[config.mk]
export PLATFORM = sky130hd
export DESIGN_NAME = mem_access_ctrl
export DESIGN_NICKNAME = d
export VERILOG_FILES = /design/src/rtl/mem_access_ctrl_pkg.sv /design/src/rtl/mem_access_ctrl_load_align.sv /design/src/rtl/mem_access_ctrl.sv
export SDC_FILE = /design/constraint.sdc
export NUM_CORES = 1
export LEC_CHECK = 0
export CAP_MARGIN = 10
export CORE_UTILIZATION = 43
export CTS_BUF_LIST = sky130_fd_sc_hd__clkbuf_8
export DETAILED_ROUTE_END_ITERATION = 12
export HOLD_SLACK_MARGIN = 0.15
export PLACE_DENSITY_LB_ADDON = 0.12
export SLEW_MARGIN = 20
export SYNTH_ARGS = -nofsm -noshare
export SYNTH_HDL_FRONTEND = slang
export SYNTH_SLANG_ARGS = --single-unit
[constraint.sdc]
create_clock -name clk -period 7.3 [get_ports clk]
set_input_delay 1.095 -clock clk [delete_from_list [all_inputs] [get_ports clk]]
set_output_delay 1.095 -clock clk [all_outputs]
set_load 0.03 [all_outputs]
[src/rtl/mem_access_ctrl_pkg.sv]
// Shared encodings and helpers for the MEM-stage data-memory sequencer.
package mem_access_ctrl_pkg;

  localparam int unsigned DATA_LEN = 64;

  // Access size encodings carried down the pipeline.
  localparam logic [1:0] SIZE_B = 2'd0;
  localparam logic [1:0] SIZE_H = 2'd1;
  localparam logic [1:0] SIZE_W = 2'd2;
  localparam logic [1:0] SIZE_D = 2'd3;

  typedef enum logic [1:0] {
    StIdle = 2'd0,
    StReq  = 2'd1,
    StDone = 2'd2
  } state_e;

  // Natural alignment: the low log2(size) address bits must be zero.
  function automatic logic is_aligned(input logic [1:0] size, input logic [2:0] a);
    logic ok;
    case (size)
      SIZE_B:  ok = 1'b1;
      SIZE_H:  ok = (a[0] == 1'b0);
      SIZE_W:  ok = (a[1:0] == 2'b00);
      default: ok = (a == 3'b000);
    endcase
    return ok;
  endfunction

  // Byte lanes touched by an access of the given size at byte offset a.
  function automatic logic [7:0] byte_strobe(input logic [1:0] size, input logic [2:0] a);
    logic [7:0] s;
    case (size)
      SIZE_B:  s = 8'h01 << a;
      SIZE_H:  s = 8'h03 << a;
      SIZE_W:  s = 8'h0F << a;
      default: s = 8'hFF;
    endcase
    return s;
  endfunction

endpackage

[src/rtl/mem_access_ctrl_load_align.sv]
// Load data alignment: shift the addressed bytes down, then sign/zero extend.
module mem_access_ctrl_load_align
  import mem_access_ctrl_pkg::*;
(
  input  logic [DATA_LEN-1:0] rdata,
  input  logic [2:0]          a,
  input  logic [1:0]          size,
  input  logic                sext,
  output logic [DATA_LEN-1:0] data
);

  logic [DATA_LEN-1:0] shifted;

  // Right-justify the addressed bytes and extend to the full width.
  always_comb begin
    shifted = rdata >> {a, 3'b000};
    data    = shifted;
    case (size)
      SIZE_B:  data = {{56{sext & shifted[7]}},  shifted[7:0]};
      SIZE_H:  data = {{48{sext & shifted[15]}}, shifted[15:0]};
      SIZE_W:  data = {{32{sext & shifted[31]}}, shifted[31:0]};
      default: data = shifted;
    endcase
  end

endmodule

[src/rtl/mem_access_ctrl.sv]
// MEM-stage data-memory sequencer: one outstanding req/ack access, with
// store alignment, load extraction and a pipeline hold while busy.
module mem_access_ctrl
  import mem_access_ctrl_pkg::*;
#(
  parameter int unsigned TIMEOUT = 255
) (
  input  logic                clk,
  input  logic                rst,
  input  logic                rmem_i,
  input  logic                wmem_i,
  input  logic [DATA_LEN-1:0] addr_i,
  input  logic [DATA_LEN-1:0] wdata_i,
  input  logic [1:0]          size_i,
  input  logic                sext_i,
  output logic                mem_req_o,
  output logic                mem_we_o,
  output logic [DATA_LEN-1:0] mem_addr_o,
  output logic [DATA_LEN-1:0] mem_wdata_o,
  output logic [7:0]          mem_wstrb_o,
  input  logic                mem_ack_i,
  input  logic [DATA_LEN-1:0] mem_rdata_i,
  output logic [DATA_LEN-1:0] rdata_o,
  output logic                hold_o,
  output logic                err_o
);

  // Counter holds the index of the current REQ cycle (0..TIMEOUT-1).
  localparam int unsigned CntW = (TIMEOUT > 1) ? $clog2(TIMEOUT) : 1;
  localparam logic [CntW-1:0] CntLast = CntW'(TIMEOUT - 1);

  state_e              state_q, state_d;
  logic                req_q, req_d;
  logic                we_q, we_d;
  logic [DATA_LEN-1:0] addr_q, addr_d;
  logic [DATA_LEN-1:0] wdata_q, wdata_d;
  logic [7:0]          wstrb_q, wstrb_d;
  logic [DATA_LEN-1:0] rdata_q, rdata_d;
  logic                err_q, err_d;
  logic [CntW-1:0]     cnt_q, cnt_d;
  logic [2:0]          a_q, a_d;
  logic [1:0]          size_q, size_d;
  logic                sext_q, sext_d;
  logic                busy;
  logic [DATA_LEN-1:0] load_data;

  mem_access_ctrl_load_align u_load_align (
    .rdata (mem_rdata_i),
    .a     (a_q),
    .size  (size_q),
    .sext  (sext_q),
    .data  (load_data)
  );

  // Next-state logic for the FSM and all registered outputs.
  always_comb begin
    state_d = state_q;
    req_d   = req_q;
    we_d    = we_q;
    addr_d  = addr_q;
    wdata_d = wdata_q;
    wstrb_d = wstrb_q;
    rdata_d = rdata_q;
    err_d   = 1'b0;
    cnt_d   = cnt_q;
    a_d     = a_q;
    size_d  = size_q;
    sext_d  = sext_q;
    busy    = 1'b0;
    case (state_q)
      StIdle: begin
        if (rmem_i || wmem_i) begin
          busy = 1'b1;
          if ((rmem_i && wmem_i) || !is_aligned(size_i, addr_i[2:0])) begin
            // Rejected access: no bus traffic, just an error in DONE.
            err_d   = 1'b1;
            state_d = StDone;
          end else begin
            req_d   = 1'b1;
            we_d    = wmem_i;
            addr_d  = {addr_i[DATA_LEN-1:3], 3'b000};
            wdata_d = wdata_i << {addr_i[2:0], 3'b000};
            wstrb_d = byte_strobe(size_i, addr_i[2:0]);
            a_d     = addr_i[2:0];
            size_d  = size_i;
            sext_d  = sext_i;
            cnt_d   = '0;
            state_d = StReq;
          end
        end
      end
      StReq: begin
        busy = 1'b1;
        if (mem_ack_i) begin
          // Ack beats a simultaneous timeout.
          req_d   = 1'b0;
          cnt_d   = '0;
          state_d = StDone;
          if (!we_q) begin
            rdata_d = load_data;
          end
        end else if (cnt_q == CntLast) begin
          req_d   = 1'b0;
          err_d   = 1'b1;
          rdata_d = '0;
          cnt_d   = '0;
          state_d = StDone;
        end else begin
          cnt_d = cnt_q + 1'b1;
        end
      end
      StDone: begin
        state_d = StIdle;
      end
      default: begin
        state_d = StIdle;
      end
    endcase
  end

  // State and output registers; reset abandons any in-flight access.
  always_ff @(posedge clk or posedge rst) begin
    if (rst) begin
      state_q <= StIdle;
      req_q   <= 1'b0;
      we_q    <= 1'b0;
      addr_q  <= '0;
      wdata_q <= '0;
      wstrb_q <= '0;
      rdata_q <= '0;
      err_q   <= 1'b0;
      cnt_q   <= '0;
      a_q     <= '0;
      size_q  <= '0;
      sext_q  <= 1'b0;
    end else begin
      state_q <= state_d;
      req_q   <= req_d;
      we_q    <= we_d;
      addr_q  <= addr_d;
      wdata_q <= wdata_d;
      wstrb_q <= wstrb_d;
      rdata_q <= rdata_d;
      err_q   <= err_d;
      cnt_q   <= cnt_d;
      a_q     <= a_d;
      size_q  <= size_d;
      sext_q  <= sext_d;
    end
  end

  assign mem_req_o   = req_q;
  assign mem_we_o    = we_q;
  assign mem_addr_o  = addr_q;
  assign mem_wdata_o = wdata_q;
  assign mem_wstrb_o = wstrb_q;
  assign rdata_o     = rdata_q;
  assign err_o       = err_q;
  assign hold_o      = busy && !rst;

endmodule
After elaboration in Yosys (flattened, before gate mapping). Cells that the tools add are included.

Register bits: 216. Bits of input ports: 200. Output and inout bits: 204. Word-level logic and storage cells: 81.

$add $sub $neg: 1. Equality and inequality tests: 10. Shifts and indexed selects: 5. Multiplexer cells: 30. Bitwise operators: 5. Reduce and logical (&&, ||, !) cells: 18.

Operator list (number): $mux 64 (3); $pmux 64 s3 (1); $shl 64x6->64 (1); $shr 64x6->64 (1); $mux 8 (4); $pmux 8 s3 (1); $pmux 8 s2 (1); $mux 1 (11); $reduce_and 3->1 (3); $add 8x1->8 const B (1); $eq 8x8->1 const B (1); $logic_not 2->1 (4); $mux 2 (4); $shl 1x3->8 const A (1); $shl 2x3->8 const A (1); $shl 4x3->8 const A (1); $eq 2x1->1 const B (3); $ne 2x2->1 const B (3); $pmux 1 s2 (3); $eq 2x2->1 const B (2); $pmux 2 s2 (1); $reduce_and 4->1 (1); $reduce_bool 2->1 (2); $and 1x1->1 (3); other kinds (8) (12).

Longest topological paths before layout.
Word-level depth: 9. Gate-level depth with buffers: 9. Gate-level depth less buffers: 7.

Modules after synthesis. Synthesis repeated with hierarchy kept, for this count alone.

Cells, all modules: 1059. Area, all modules: 12430.7 µm².

Modules (own cells, without submodules): mem_access_ctrl (instances 1, cells an instance 798, area an instance 10139.7 µm², sequential area each 5405.2 µm²); mem_access_ctrl_load_align (instances 1, cells an instance 261, area an instance 2290.9 µm², sequential area each 0.0 µm²).

Least setup slack after synthesis. OpenSTA, ideal clock, no wires.

Kind: input port to output port. Start: in wmem_i. End: out hold_o. Arrival time: 1.783 ns. Required time: 6.205 ns. Path slack: 4.422 ns. Stages: 2. Buffers on the path: 0. Path through: nor3_1 > nor3_1.

Cells in the longest elaborated chain, start to end: 4.

Ends and longest elaborated chain: from (decl) (line mem_access_ctrl.sv:11) `input logic wmem_i,`; $logic_or 1x1->1 (line mem_access_ctrl.sv:72) `if (rmem_i || wmem_i) begin`; $mux 1 (line mem_access_ctrl.sv:72); $pmux 1 s2 (line mem_access_ctrl.sv:70) `case (state_q)`; $logic_and 1x1->1 (line mem_access_ctrl.sv:159) `assign hold_o = busy && !rst;`; to (decl) (line mem_access_ctrl.sv:24) `output logic hold_o,`.

No other way between the ends.

Worst setup path after layout.
Start: in size_i[1]. End: reg wdata_q[36] (netlist: mem_wdata_o[36]).

Cells in the longest elaborated chain, start to end: 8. Elaborated cells on any way between the ends: 10. Those cells by class: eq/ne: 2; mux: 3; bitwise: 1; reduce/logical: 4.

Ends and longest elaborated chain: from (decl) (line mem_access_ctrl.sv:14) `input logic [1:0] size_i,`; $eq 2x2->1, or another cell as far along (line mem_access_ctrl_pkg.sv:21) `case (size)`; $pmux 1 s3 (*) (line mem_access_ctrl_pkg.sv:21); $mux 1 (*) (line mem_access_ctrl.sv:72); $mux 1 (*) (line mem_access_ctrl.sv:70); $logic_not 1->1 (*) (line mem_access_ctrl.sv:74) `if ((rmem_i && wmem_i) || !is_aligned(size_i, addr_i[2:0])) begin`; $logic_or 1x1->1 (*) (line mem_access_ctrl.sv:74); $not 1->1 (no source line) (*); $reduce_and 3->1 (no source line) (*); to (signal assigned) (line mem_access_ctrl.sv:141) `wdata_q <= wdata_d;`; to (decl) (line mem_access_ctrl.sv:36) `logic [DATA_LEN-1:0] wdata_q, wdata_d;`.

Mark *: on every way between the ends. The rest lies on a longest branch, timed or not. The select of a mux whose other input is x is not followed. A chain may end at the register's enable or synchronous reset.

==> flow_summary_export.csv <==
group,metric,value,unit
pwr,p_leak,0.007277,uW
sta,setup_violations,0,
logic_synthesis,synth_edf_count,0,
sta,fmax,254.8,MHz
critical_path,worstSetupStartpointType,"input pin",
critical_path,arrival,4300,ps
clocking,postCtsSetupBuffers,0,
placed_design,dp_hpwl,29380,microns
logic_synthesis,ys_ff_latch,216,
sta,fin_crit_sh,0.5376,
floorplan,core_area,0.02778,sq mm
sta,slew_headroom,0.3181,
critical_path,required,7680,ps
clocking,h-tree-depth,2,
clocking,clock_sinks,216,
sta,fin_tns_setup,0,ps
grt,grt.total_usage,0.2868,
sta,skew,35.66,ps
logic_synthesis,syn_inst,1288,
flow_run,drv_cap,0,
logic_synthesis,synth.cell_area,0.01212,sq mm
logic_synthesis,synth-seq-area-share,0.4459,
critical_path,cp_max_fo,100,
cells_and_area,drive_gt1_frac,0.09321,
detailed_routing,wirelength,41910,microns
grt,grt_max_degree,101,
sta,layout_min_cycle_time,3924,ps
detailed_routing,wire_per_inst,20.52,microns
clocking,clk_pin_slew,60,ps
clocking,post_cts_resized,0,
grt,gr-total-overflow,0,
floorplan,die_w,169.9,microns
floorplan,die-height,169.9,microns
grt,grt_pass1_vias,11080,
logic_synthesis,synth-async-reset-ratio,1.000,
logic_synthesis,synth_flop_cell,"dfrtp_1",
grt,antenna_found_initial,1,
floorplan,dieArea,0.02887,sq mm
sta,drv_slew,0,
detailed_routing,viasPerCell,5.514,
outcome,status,"finished clean",
critical_path,crit_type,"input pin to flip-flop",
detailed_routing,drc,0,
logic_synthesis,synth_area_per_cell,9.412,sq um
cells_and_area,final_util,0.6106,
logic_synthesis,synth_warnings,0,
detailed_routing,drt_pass1_iterations,5,
placed_design,place_inst,1975,
sta,hold_violations,0,
cells_and_area,area_growth,39.92,%
logic_synthesis,synthDistinctLibCells,61,
pwr,power.density,384.5,mW/mm^2
placed_design,io_buffer_count,400,
floorplan,ios,404,
detailed_routing,ant_nets,0,
hold_path,hold_class,"flip-flop to flip-flop",
floorplan,num_rows,61,
clocking,cts_inserted_buffers,40,
sta,rsz0062_at_grt,"false",
floorplan,start_util,0.4364,
critical_path,end_kind,"flip-flop",
clocking,cts_buffer_depth,3,
detailed_routing,first_iter_violations,968,
clocking,clkLatencyLatePin,560,ps
grt,grt_first_pass_wirelength,63630,microns
sta,tightest_slew,1023,ps
cells_and_area,nNetsFinal,1846,
cells_and_area,final_cells,2042,
placed_design,routabilityCongestion,0.8798,
clocking,ctsHoldBuffers,0,
detailed_routing,dr_total_vias,11260,
clocking,clockRootBuffer,"clkbuf_8",
clocking,cts_tree,"built",
pwr,ir_worst_vdd,0.0002134,V
==> critical path, stage by stage <==
cell and delay (ps):
clkdlybuf4s50_1 530, ha_1 400, mux2i_2 500, a21o_4 830
buf_4 710, o21ai_0 190
==> flip-flops by register name, summed over array words and instances (netlist names) <==
register / flops
mem_wdata_o: 64
err_o: 1
mem_we_o: 1
state_q: 2
cnt_q: 8
mem_addr_o: 61
size_q: 2
a_q: 3
rdata_o: 64
mem_wstrb_o: 8
sext_q: 1
mem_req_o: 1
==> power by group <==
group	total [uW]	leakage, uW	internal, uW	switching [uW]
combinational	3490	0.00407	1430	2060
clock	1080	0.000422	561	523
sequential	1950	0.00278	1640	315
==> area by class of cell <==
class / instances / area, sq um
fillers: 2491 / 10820
multi-input cells: 953 / 6203
flip-flops and latches: 216 / 5409
repair buffers: 414 / 4101
clock buffers: 45 / 619.3
well taps: 378 / 473.0
clock inverters: 21 / 93.84
inverters: 14 / 60.06
diodes: 1 / 2.502
==> kinds of logic after synthesis <==
kind of cell,Yosys count,synth area share
compound gates,303,0.1635
xor+xnor,4,0.002890
fa+ha+maj,7,0.007224
buf+inv,121,0.04521
flops,216,0.4459
mux,149,0.1686
other cells,1,0.0003093
simple gates,487,0.1664
==> cells in the mapped netlist, types with 6 or more instances <==
library cell  count  share of area
nand2_1         351           0.11
dfrtp_1         216           0.45
o21ai_0          95          0.039
mux2i_1          87          0.072
nor2_1           69          0.021
clkbuf_1         53          0.016
a21oi_1          43          0.018
mux4_2           42          0.078
buf_2            38          0.016
o31ai_1          24          0.015
o22ai_1          23          0.012
mux2_2           19          0.018
a22oi_1          16         0.0099
nand3_1          15         0.0062
o21a_1           15         0.0093
a221oi_1         14          0.010
nand2b_1         14         0.0072
inv_1            13         0.0040
a2bb2oi_1        11         0.0079
a211oi_1         10         0.0062
nor2b_1          10         0.0052
o211ai_1          9         0.0056
buf_4             8         0.0050
o21ai_1           8         0.0033
ha_1              7         0.0072
o2bb2ai_1         7         0.0051
o31ai_2           6         0.0062
==> layer usage <==
| metal | GRT usage | part of all wire | wire length [microns] |
|---|---|---|---|
| met5 | 0 | 0 | 0 |
| met4 | 0.09557 | 0.029 | 1205 |
| met3 | 0.07442 | 0.088 | 3677 |
| met2 | 0.4679 | 0.47 | 19790 |
| met1 | 0.3700 | 0.41 | 17240 |
==> path summary, 6_finish.rpt <==
| check | cells after the start | to | slack (ps) | from |
|---|---|---|---|---|
| setup / recovery | 6 | mem_wdata_o[36] | 3380 | size_i[1] |
| hold / removal | 2 | mem_wdata_o[0] | 470 | mem_wdata_o[0] |
| setup reg to reg | 7 | rdata_o[46] | 4250 | a_q[0] |
| hold reg to reg | 2 | mem_wdata_o[0] | 470 | mem_wdata_o[0] |
| max in group asynchronous | 3 | mem_wdata_o[35] | 4830 | rst |
| min in group asynchronous | 2 | mem_wdata_o[47] | 1120 | rst |
==> metrics by stage <==
step / setup WS, ps / power, uW / cell area (sq um) / hold WS, ps
6_report: 3376 / 6523 / 16960 / 471.6
2_1_floorplan: 297.4 / 4067 / 12130 / 482.2
3_3_place_gp: 2956 / 5418 / 16250 / 449.3
3_5_place_dp: 2836 / 5442 / 16250 / 462.0
5_1_grt: 3085 / 6874 / 16960 / 492.5
4_1_cts: 3400 / 6555 / 16960 / 476.8
==> placed cells by master, fill, tap and decap left out, types with 16 or more instances in the layout <==
cell             instances
clkdlybuf4s50_1        398
mux2_2                  19
o31ai_1                 24
mux2i_1                 87
a22oi_1                 16
inv_1                   26
o22ai_1                 23
nor2_1                  69
mux4_2                  42
dfrtp_1                213
nand2_1                351
clkbuf_8                45
a21oi_1                 42
o21ai_0                 95
Note: power is estimated with default switching activity, not from simulation.
